**src/rtl/demux4_stream_pkg.sv**
```systemverilog
// demux4_pkg: shared channel count, channel index type and round-robin wrap helper
package demux4_pkg;
  localparam int NUM_CH = 4;
  localparam int CH_W = 2;
  typedef logic [CH_W-1:0] ch_idx_t;
  function automatic ch_idx_t next_rr(ch_idx_t idx);
    return ch_idx_t'(idx + 1'b1);
  endfunction
endpackage

```
**src/rtl/demux4_stream_if.sv**
```systemverilog
// demux4_stream_if: stream bus (in_data/in_valid/in_ready/sel/auto in, out_data/out_valid/out_ready per channel); slave=demux, master=producer+consumers
interface demux4_stream_if import demux4_pkg::*; #(parameter int WIDTH = 8);
  logic [WIDTH-1:0] in_data;
  logic in_valid;
  logic in_ready;
  ch_idx_t sel;
  logic auto;
  logic [NUM_CH*WIDTH-1:0] out_data;
  logic [NUM_CH-1:0] out_valid;
  logic [NUM_CH-1:0] out_ready;
  modport slave (input in_data, in_valid, sel, auto, out_ready, output in_ready, out_data, out_valid);
  modport master (output in_data, in_valid, sel, auto, out_ready, input in_ready, out_data, out_valid);
endinterface

```
**src/rtl/demux4_stream_out_reg.sv**
```systemverilog
// demux_out_reg: one-entry channel register (clk, rst, load/d in, q/valid out, ready in); load wins over a same-cycle drain
module demux_out_reg #(parameter int WIDTH = 8) (
  input  logic clk,
  input  logic rst,
  input  logic load,
  input  logic [WIDTH-1:0] d,
  output logic [WIDTH-1:0] q,
  output logic valid,
  input  logic ready
);
  always_ff @(posedge clk) begin
    if (rst) begin
      q <= '0;
      valid <= 1'b0;
    end else if (load) begin
      q <= d;
      valid <= 1'b1;
    end else if (valid && ready) begin
      valid <= 1'b0;
    end
  end
endmodule

```
**src/rtl/demux4_stream.sv**
```systemverilog
// demux4_stream: 1:4 stream demux (clk, rst, bus slave, rr_ptr/beat_cnt out) routing by sel or round-robin into per-channel registers
module demux4_stream import demux4_pkg::*; #(
  parameter int WIDTH = 8,
  parameter int CNT_W = 16
) (
  input  logic clk,
  input  logic rst,
  demux4_stream_if.slave bus,
  output ch_idx_t rr_ptr,
  output logic [CNT_W-1:0] beat_cnt
);
  ch_idx_t t;
  logic acc;
  always_comb begin
    t = bus.auto ? rr_ptr : bus.sel;
    bus.in_ready = ~rst & (~bus.out_valid[t] | bus.out_ready[t]);
    acc = bus.in_valid & bus.in_ready;
  end
  for (genvar k = 0; k < NUM_CH; k++) begin : g_ch
    demux_out_reg #(.WIDTH(WIDTH)) u_reg (
      .clk(clk),
      .rst(rst),
      .load(acc && t == ch_idx_t'(k)),
      .d(bus.in_data),
      .q(bus.out_data[k*WIDTH +: WIDTH]),
      .valid(bus.out_valid[k]),
      .ready(bus.out_ready[k])
    );
  end
  always_ff @(posedge clk) begin
    if (rst) begin
      rr_ptr <= '0;
      beat_cnt <= '0;
    end else if (acc) begin
      rr_ptr <= bus.auto ? next_rr(rr_ptr) : rr_ptr;
      beat_cnt <= beat_cnt + 1'b1;
    end
  end
endmodule

```
**src/flat_wrapper.sv**
```systemverilog
// flat-port wrapper written by rule: the top's interface ports become plain ports
module demux4_stream_flat import demux4_pkg::*;
#(
  parameter int WIDTH = 8,
  parameter int CNT_W = 16
)
  (clk, rst, rr_ptr, beat_cnt, bus_in_data, bus_in_valid, bus_sel, bus_auto, bus_out_ready, bus_in_ready, bus_out_data, bus_out_valid);
  demux4_stream_if #(.WIDTH(WIDTH)) bus_i ();
  input  logic clk;
  input  logic rst;
  output ch_idx_t rr_ptr;
  output logic [CNT_W-1:0] beat_cnt;
  input wire logic [$bits(bus_i.in_data)-1:0] bus_in_data;
  input wire logic [$bits(bus_i.in_valid)-1:0] bus_in_valid;
  input wire logic [$bits(bus_i.sel)-1:0] bus_sel;
  input wire logic [$bits(bus_i.auto)-1:0] bus_auto;
  input wire logic [$bits(bus_i.out_ready)-1:0] bus_out_ready;
  output wire logic [$bits(bus_i.in_ready)-1:0] bus_in_ready;
  output wire logic [$bits(bus_i.out_data)-1:0] bus_out_data;
  output wire logic [$bits(bus_i.out_valid)-1:0] bus_out_valid;
  assign bus_i.in_data = bus_in_data;
  assign bus_i.in_valid = bus_in_valid;
  assign bus_i.sel = bus_sel;
  assign bus_i.auto = bus_auto;
  assign bus_i.out_ready = bus_out_ready;
  assign bus_in_ready = bus_i.in_ready;
  assign bus_out_data = bus_i.out_data;
  assign bus_out_valid = bus_i.out_valid;
  demux4_stream #(.WIDTH(WIDTH), .CNT_W(CNT_W)) u_core (.clk(clk), .rst(rst), .bus(bus_i), .rr_ptr(rr_ptr), .beat_cnt(beat_cnt));
endmodule
```
**config.mk**
```make
export PLATFORM = sky130hd
export DESIGN_NAME = demux4_stream_flat
export DESIGN_NICKNAME = d
export VERILOG_FILES = /design/src/rtl/demux4_stream_pkg.sv /design/src/rtl/demux4_stream_if.sv /design/src/rtl/demux4_stream_out_reg.sv /design/src/rtl/demux4_stream.sv /design/src/flat_wrapper.sv
export SDC_FILE = /design/constraint.sdc
export NUM_CORES = 1
export LEC_CHECK = 0
export BUFFER_PORTS_ARGS = -buffer_cell sky130_fd_sc_hd__buf_2
export CAP_MARGIN = 20
export CORE_MARGIN = 5
export CORE_UTILIZATION = 50
export DETAILED_ROUTE_END_ITERATION = 8
export MAX_ROUTING_LAYER = met4
export PLACE_DENSITY = 0.79
export SLEW_MARGIN = 20
export SYNTH_ARGS = -nofsm -noshare
export SYNTH_HDL_FRONTEND = slang
export SYNTH_SLANG_ARGS = --single-unit
```
**constraint.sdc**
```tcl
create_clock -name clk -period 3 [get_ports clk]
set_input_delay 0 -clock clk [delete_from_list [all_inputs] [get_ports clk]]
set_output_delay 0 -clock clk [all_outputs]
set_load 0.01 [all_outputs]
```
==> reports/results.env, run 1 <==
REPORT.FINAL.HOLD_VIOL_COUNT=0
TIMING.CRITICAL_PATH.FROM_TYPE='flop'
SYNTH_FLOP_CELL='dfxtp_1'
POST_SYNTH.CELL_AREA_AVG_UM2=9.395
PLACEABLECOREAREA_MM2=0.004354
DRT_DRC_VIOLATIONS_LEFT=0
CLOCK_TREE_BUFFER_DEPTH=2
HOLDWS_NS=0.01219
CTS.HOLD.BUFFERS_ADDED=9
ROWS=24
POSTCTSSETUPBUFFERS=0
GRT_FIRST_PASS_WIRELENGTH_MM=8.797
SYNTH_TOP_CELLS_BY_COUNT='54 x dfxtp_1, 48 x nor2_1, 37 x mux2i_1'
FIRST_GLOBAL_VIAS=1935
NNETSFINAL=335
SYNTH_ASYNC_SR_FLOP_SHARE_PCT=0
GRT_SETUP_UNREPAIRED='false'
DIEAREA_MM2=0.005909
WL_MM=5.231
TIMING_MAX_TRANSITION_VIOLATIONS_FINAL=0
CRITICAL_PATH.ENDPOINT_TYPE='flop'
YOSYS.CELL_COUNT.TOP_TYPE='dfxtp_1'
CTS_TREE='built'
TIGHTESTPINTRANSITION_NS=0.6206
CLK_ROOT_BUFFER_CELL='clkbuf_8'
YOSYS.AREA.TOP_TYPE='dfxtp_1'
SYNTHDISTINCTLIBCELLS=30
IO_BUFFER_COUNT=72
FIRST_PASS_DETAILED_ROUTE_ITERATION_TOTAL=4
P_LEAK_nW=1.329
SIGNAL_ARRIVAL_TIME_AT_THE_WORST_ENDPOINT_NS=2.40
PERIOD_NEEDED_NS=2.147
GRT_START_MAX_NET_PINS=33
DETAIL_PLACEMENT_HPWL_MM=3.753
GRT_UTIL_ALL_LAYERS_PCT=18.24
DRT_ITER0_DRC=124
POWERDENSITY_mW_PER_MM2=484.2
FINALSETUPTNS_NS=0
CTS.HTREE.LEVELS=2
CLOCK_SKEW_NS=0.01260
REQUIRED_NS=3.25
GLOBAL_ROUTE.OVERFLOW_TOTAL=0
PEAK_CLOCK_FREQUENCY_SUPPORTED_BY_TIMING_MHz=465.8
DETAIL_ROUTE.WL_PER_CELL_UM=14.18
GLOBALPLACE.CONGESTION=0.8229
SYNTH_TOP_AREA_SHARE_PCT=48.35
CLK_LATENCY_NS=0.31
SYN-NUM-NETS=257
DRT-VIAS-PER-INSTANCE=5.388
INITIAL_CORE_UTIL_PCT=51.35
SETUP.REG_TO_REG.WORST_SLACK_NS=0.85
TOTAL_POWER_mW=1.376
FP.DIEH_UM=76.87
LAYOUT.CORE_UTILIZATION_PCT=65.29
FILLER_CELL_COUNT=379
YOSYSWARNINGCOUNT=0
CTS.SINK_COUNT=54
SYNTH.AREA.TOP_CELLS='dfxtp_1 48%, mux2i_1 17%, nor2_1 8.1%, a21oi_1 2.9%, o31ai_1 2.4%'
MAX-VDD-IR-DROP_mV=0.3008
NUMBER_OF_CTS_INSERTED_BUFFERS=5
FF_LATCH_AREA_MM2=0.001081
NUM_IO_PINS=73
VIAS=1988
MULTI_INPUT_COMB_AREA_MM2=0.001084
STATUS='complete, no violations'
SYNTH_EDF_COUNT=0
YOSYS_REGISTER_BITS=54
CTS.CLK_SLEW.WORST_PATHS_NS=0.10
FINAL_LAYOUT_SIZE_SUFFIX_GT1_SHARE_PCT=28.08
ANTENNA_CELLS=0
MAXCAPVIOLATIONS=0
AREA_DELTA_SYNTH_FINAL_PCT=27.14
ROUTE.ANTENNA.REMAINING_NETS=0
SYN-INSTANCE-COUNT=238
SYNTH_SEQUENTIAL_AREA_RATIO_PCT=48.35
DIE_WIDTH_UM=76.87
CTS_REPAIR_RESIZE_COUNT=0
SYNTH_AREA_MM2=0.002236
FINALCRITPERIODSHARE_PCT=71.56
CRITPATHMAXFANOUT=9
ANTENNA_FOUND_INITIAL=0
TIMING.HOLD.WORST.CLASS='in2reg'
CRITPATHKIND='reg2reg'
SLEW_HEADROOM_PCT=58.51
TIMING.FINAL.SETUP_VIOLATIONS=0
## layout by cell type (no fill, tap or decap), types with 5 or more instances in the layout
master	instances
a21oi_1	13
o31ai_1	7
nand3_1	8
nand2_1	7
nor2_1	48
or4_1	7
mux2i_1	37
clkbuf_8	5
dfxtp_1	54
dlygate4sd3_1	9
buf_2	73
## cell type report
| class | count | area share, % |
|---|---|---|
| Tap cell | 52 | 2.289 |
| Timing Repair Buffer | 86 | 17.08 |
| Sequential cell | 54 | 38.03 |
| Multi-Input combinational cell | 166 | 38.12 |
| Clock buffer | 5 | 2.421 |
| Inverter | 3 | 0.3961 |
| Clock inverter | 3 | 1.673 |
## power by group
group          internal, mW  total (mW)  leakage [nW]  switching (mW)
Combinational        0.0568       0.126         0.833          0.0688
Sequential            0.733       0.745         0.437          0.0123
Clock                 0.255       0.506        0.0591           0.251
## sequential cells by signal, indices dropped and copies added, names as in the netlist
signal	flops
u_core.g_ch.u_reg.valid	4
u_core.rr_ptr	2
u_core.beat_cnt	16
u_core.g_ch.u_reg.q	32
## path summary, 6_finish.rpt
path | from | end | cells past startpoint
worst max-delay path | u_core.rr_ptr[1] | u_core.beat_cnt[7] | 6
worst min register to register | u_core.beat_cnt[15] | u_core.beat_cnt[15] | 2
worst min-delay path | bus_out_ready[0] | u_core.g_ch[0].u_reg.valid | 3
worst max register to register | u_core.rr_ptr[1] | u_core.beat_cnt[7] | 6
## per-layer routing
metal	global-route usage (%)	share of wire [%]	up-vias
met3	5.504	6.7	11
met1	21.52	44	936
li1	-	-	986
met4	6.993	1.9	0
met5	-	0	-
met2	29.12	47	55
## worst max-delay path: stages, from the launching register on
cell and delay, ns:
dfxtp_1 0.35, mux2i_1 0.15, buf_4 0.19, mux4_2 0.61
or2_1 0.31, or3_1 0.36, a21oi_1 0.13
## metrics by stage
step                setup slack, ns  instances  instance area, µm²
floorplan                    0.7365        238                2236
global placement             0.9424        351                2631
detailed placement           0.8827        351                2631
CTS                          0.8503        368                2838
global route                 0.7362        369                2843
finish                       0.8533        369                2843
## cells by family after synthesis
logic type | Yosys count | share of synthesized area [%]
simple gates | 93 | 19.70
buf+inv | 18 | 3.749
xor+xnor | 5 | 1.959
compound gates | 28 | 7.610
flops | 54 | 48.35
mux | 39 | 18.08
fa+ha+maj | 1 | 0.5595
Note: power is estimated with default switching activity, not from simulation.
==> run 2: changes to the inputs <==
- ABC_AREA: not set -> 1
- CORE_UTILIZATION: 50 -> 46
- PLACE_DENSITY: 0.79 -> 0.75
- clock period: 3 -> 1.79 ns (I/O delays scaled with it)
==> run 2 against run 1 <==
  * Synthesized cell count increased by 42%
  * Sequential power rose by 68%
  * Synthesized area up 13%
  * Wire length is 43% higher
  * Worst hold slack got worse by 0.0064 ns
  * Clock power increased by 38%
  * Final area up 16%
  * Die area increased by 20%
  * Clock skew fell by 0.0043 ns
  * Via count increased by 33%
  * Sequential share of layout area is 5.1 points lower
  * Global-route usage is 1.8 points higher
==> reports/results.env, run 2 <==
SYNTH_ASYNC_SR_FLOP_SHARE_PCT=0  # unchanged
SYNTHESIZED_AREA_FRACTION_OCCUPIED_BY_AO_OA_AOI_AND_OAI_CELLS_PCT=10.42  # +2.8 points
SYNTHDISTINCTLIBCELLS=23  # -23%
ROWS=27  # +13%
ANTENNA_CELLS=0  # unchanged
YOSYS.AREA.TOP_TYPE='dfxtp_1'
LAYOUT.CORE_UTILIZATION_PCT=60.59  # -4.7 points
FP.DIEH_UM=84.22  # +9.6%
DIE_WIDTH_UM=84.22  # +9.6%
TIMING.CRITICAL_PATH.MAX_DELAY_FAMILY='simple AND/OR/NAND/NOR gates'
LAYOUT.CELLS.MOST_COMMON_LIST='81 x nand2_1, 71 x buf_2, 53 x dfxtp_1, 48 x a21oi_1, 37 x nand4_1'
YOSYS_REGISTER_BITS=54  # unchanged
SWITCHING_PART_OF_THE_TOTAL_POWER_PCT=27.29  # +3.2 points
MAXCAPVIOLATIONS=0  # unchanged
IO_BUFFER_COUNT=72  # unchanged
DPL_WORST_SLACK_NS=-0.02816  # -0.9108 ns
SYNTH_SIMPLE_GATE_AREA_SHARE_PCT=33.19  # +13 points
CP_NUM_BUF_INV=3  # +2
TIMING.FINAL.SETUP_VIOLATIONS=0  # unchanged
SYNTH_AREA_MM2=0.002534  # +13%
CELL_INTERNAL_PWR_mW=1.680  # +61%
REPORT.FINAL.HOLD_VIOL_COUNT=0  # unchanged
DRT_DRC_VIOLATIONS_LEFT=0  # unchanged
PLACED_CELLS_INCL_TAPS=468  # +33%
PLACED_CELL_AREA_MM2=0.002940  # +12%
CRITICAL_PATH.ENDPOINT_TYPE='flop'
PEAK_CLOCK_FREQUENCY_SUPPORTED_BY_TIMING_MHz=595.1  # +28%
SYN-INSTANCE-COUNT=337  # +42%
CRITICAL_PATH.MAX_STAGE_DELAY_NS=0.33  # -0.28 ns
FIRST_GLOBAL_VIAS=2360  # +22%
POWERDENSITY_mW_PER_MM2=701.2  # +45%
PLACEABLECOREAREA_MM2=0.005439  # +25%
FINISH.CELL_COUNT_WITHOUT_FILLERS=492  # +33%
CRITICAL-PATH-TOP-CELL-BY-COUNT='nand2_1'
NUMBER_OF_CTS_INSERTED_BUFFERS=5  # unchanged
SYNTH_FLOP_CELL='dfxtp_1'
LARGEST_REGISTERS='u_core.g_ch.u_reg.q: 32 flops, u_core.beat_cnt: 16 flops, u_core.g_ch.u_reg.valid: 4 flops'
POWER.NET_SWITCHING_mW=0.6308  # +90%
CLOCK_SKEW_NS=0.008266  # -0.004330 ns
GRT_START_MAX_NET_PINS=52  # +58%
CLOCK_TREE_BUFFER_DEPTH=2  # unchanged
P_CLK_SHARE_PCT=30.2  # -6.6 points
DETAIL_ROUTE.WL_PER_CELL_UM=15.20  # +7.2%
NUM_IO_PINS=73  # unchanged
PWR-SHARE-COMB_PCT=15.8  # +6.7 points
TIMING.CRITICAL_PATH.FROM_TYPE='flop'
SEQPWRFRAC_PCT=54.1  # about the same
VIAS=2646  # +33%
ANTENNA_FOUND_INITIAL=0  # unchanged
CRITPATHMAXFANOUT=8  # -1
DETAIL_PLACEMENT_HPWL_MM=4.912  # +31%
SYNTH_TOP_CELLS_BY_COUNT='84 x nand2_1, 54 x dfxtp_1, 51 x a21oi_1'
SYNTH_SEQUENTIAL_AREA_RATIO_PCT=42.67  # -5.7 points
CTS.SINK_COUNT=54  # unchanged
GRT_UTIL_ALL_LAYERS_PCT=20.08  # +1.8 points
SYNTH_TOP_AREA_SHARE_PCT=42.67  # -5.7 points
SYNTH-ADDER-AREA-SHARE_PCT=0.4938  # -0.066 points
MAX-VDD-IR-DROP_mV=0.5673  # +89%
TIGHTESTPINTRANSITION_NS=0.5482  # -0.07242 ns
GRT_FIRST_PASS_WIRELENGTH_MM=11.60  # +32%
DRT-VIAS-PER-INSTANCE=5.378  # -0.18%
FINALCRITPERIODSHARE_PCT=93.87  # +22 points
CRITPATHKIND='reg2reg'
CLK_ROOT_BUFFER_CELL='clkbuf_8'
GLOBALPLACE.CONGESTION=0.8284  # +0.67%
CTS.CLK_SLEW.WORST_PATHS_NS=0.10  # about the same
LARGEST_REGISTER_FFS=32  # unchanged
CLK_LATENCY_NS=0.31  # about the same
NNETSFINAL=438  # +31%
SLOWEST_STAGE='dfxtp_1'
P_LEAK_nW=1.390  # +4.5%
TOTAL_POWER_mW=2.311  # +68%
DIEAREA_MM2=0.007092  # +20%
FILLER_CELL_COUNT=485  # +28%
FF_LATCH_AREA_MM2=0.001085  # +0.35%
SIGNAL_ARRIVAL_TIME_AT_THE_WORST_ENDPOINT_NS=1.91  # -0.49 ns
CTS.HTREE.LEVELS=2  # unchanged
TIMING.HOLD.WORST.CLASS='in2reg'
DRT_ITER0_DRC=281  # +130%
CTS_TREE='built'
SLEW_HEADROOM_PCT=63.46  # +4.9 points
FIRST_PASS_DETAILED_ROUTE_ITERATION_TOTAL=4  # unchanged
YOSYSWARNINGCOUNT=0  # unchanged
POST_SYNTH.CELL_AREA_AVG_UM2=7.518  # -20%
ORDERED_LIST_OF_CELLS_ON_THE_WORST_PATH='inv_1 > nand2_1 > nand2_1 > nand3_1 > nand2_1 > nor2_2 > a21oi_4 > buf_8 > buf_12 > nand3_1 > a21oi_2'
PERIOD_NEEDED_NS=1.680  # -0.4664 ns
REQUIRED_NS=2.02  # -1.23 ns
GLOBAL_ROUTE.OVERFLOW_TOTAL=0  # unchanged
SYN-NUM-NETS=356  # +39%
POST_SYNTH_XOR_AREA_FRACTION_PCT=5.531  # +3.6 points
LAYOUT.CELLS.MOST_COMMON='nand2_1'
SYNTH_TOP_FAMILY_BY_AREA='simple AND/OR/NAND/NOR gates'
FINAL_LAYOUT_SIZE_SUFFIX_GT1_SHARE_PCT=28.10  # about the same
SYNTH.AREA.TOP_CELLS='dfxtp_1 43%, nand2_1 12%, a21oi_1 10%, nand4_1 9.1%, nand3_1 4.9%'
YOSYS.CELL_COUNT.TOP_TYPE='nand2_1'
TIMING_MAX_TRANSITION_VIOLATIONS_FINAL=0  # unchanged
INITIAL_CORE_UTIL_PCT=46.58  # -4.8 points
SYNTH_EDF_COUNT=0  # unchanged
WL_MM=7.476  # +43%
SYNTH.MUX.AREA_FRACTION_PCT=0  # -18 points
ROUTE.ANTENNA.REMAINING_NETS=0  # unchanged
STATUS='complete, no violations'
LARGEST_REGISTER_BY_FLOP_COUNT='u_core.g_ch.u_reg.q'
AREA_DELTA_SYNTH_FINAL_PCT=30.07
FINAL.SETUP.WORST_SLACK_NS=0.1097  # -0.7436 ns
MULTI_INPUT_COMB_AREA_MM2=0.001351  # +25%
FINALINSTANCEAREA_MM2=0.003296  # +16%
==> run 2: changes by cell type in the layout (fill, tap and decap cells not counted), moves of 7 or more <==
cell	before	now
nand3_1	8	24
nor2_1	48	14
mux2i_1	37	0
buf_4	4	13
xor2_1	2	12
inv_1	3	14
or4_1	7	0
o31ai_1	7	0
a21oi_1	13	48
nand2_1	7	81
nand4_1	3	37
==> run 2: final cells by class <==
type / instances / area share [%]
clock buffer: 7 / 2.620
multi-input combinational: 245 / 41.00
timing repair buffer: 96 / 18.64
inverter: 17 / 1.936
clock inverter: 1 / 0.1519
sequential: 54 / 32.92
tap: 72 / 2.733
==> run 2: layer usage <==
metal  vias to the layer above  track usage (%)  part of all wire [%]
met5                         -                -                     0
met4                         0            7.602                   1.4
met3                         8            2.944                   6.5
met2                        91            29.84                    48
met1                      1220            27.57                    44
li1                       1327                -                     -
==> run 2: worst min-delay path, stage by stage <==
cell     delay, ns
buf_2         0.14
nand4_1       0.08
a21oi_1       0.05
==> run 2: metrics by stage <==
stage | TNS, ns | hold WS (ns)
after CTS | 0 | 0.002335
after floorplan | 0 | 0.1633
after global routing | -0.1660 | 0.01542
final | 0 | 0.005766
after detailed placement | -0.02816 | 0.2770
after global placement | 0 | 0.2810
==> run 2: repair_timing <==
| action | in CTS | in global routing |
|---|---|---|
| cloned | 0 | 2 |
| pin swaps | 0 | 5 |
| gates resized for setup | 2 | 18 |
| buffers inserted | 0 | 7 |
| hold buffers | 7 | 0 |
| endpoints found under the setup margin | 2 | 55 |
| endpoints found under the hold margin | 8 | 0 |
==> run 2: final timing paths <==
path / endpoint / slack (ns) / start / cells past startpoint
worst max register to register: u_core.beat_cnt[10] / 0.11 / u_core.rr_ptr[1] / 11
worst max-delay path: u_core.beat_cnt[10] / 0.11 / u_core.rr_ptr[1] / 11
worst min-delay path: u_core.g_ch[2].u_reg.q[6] / 0.006 / bus_in_data[6] / 3
worst min register to register: u_core.g_ch[1].u_reg.q[4] / 0.46 / u_core.g_ch[1].u_reg.q[4] / 2
==> run 2: power by group through the flow <==
stage | logic, mW | clock network [mW] | registers, mW
global route | 0.394 | 0.760 | 1.25
global placement | 0.288 | 0 | 1.28
CTS | 0.308 | 0.703 | 1.25
floorplan | 0.171 | 0 | 1.29
finish | 0.364 | 0.697 | 1.25
detailed placement | 0.292 | 0 | 1.28
==> run 2: cells by family (layout without fill, tap and decap cells) <==
group           after synthesis  in the layout
compound gates               52             52
xor+xnor                     16             16
fa+ha+maj                     1              1
buf+inv                      39            121
flops                        54             54
simple gates                175            176
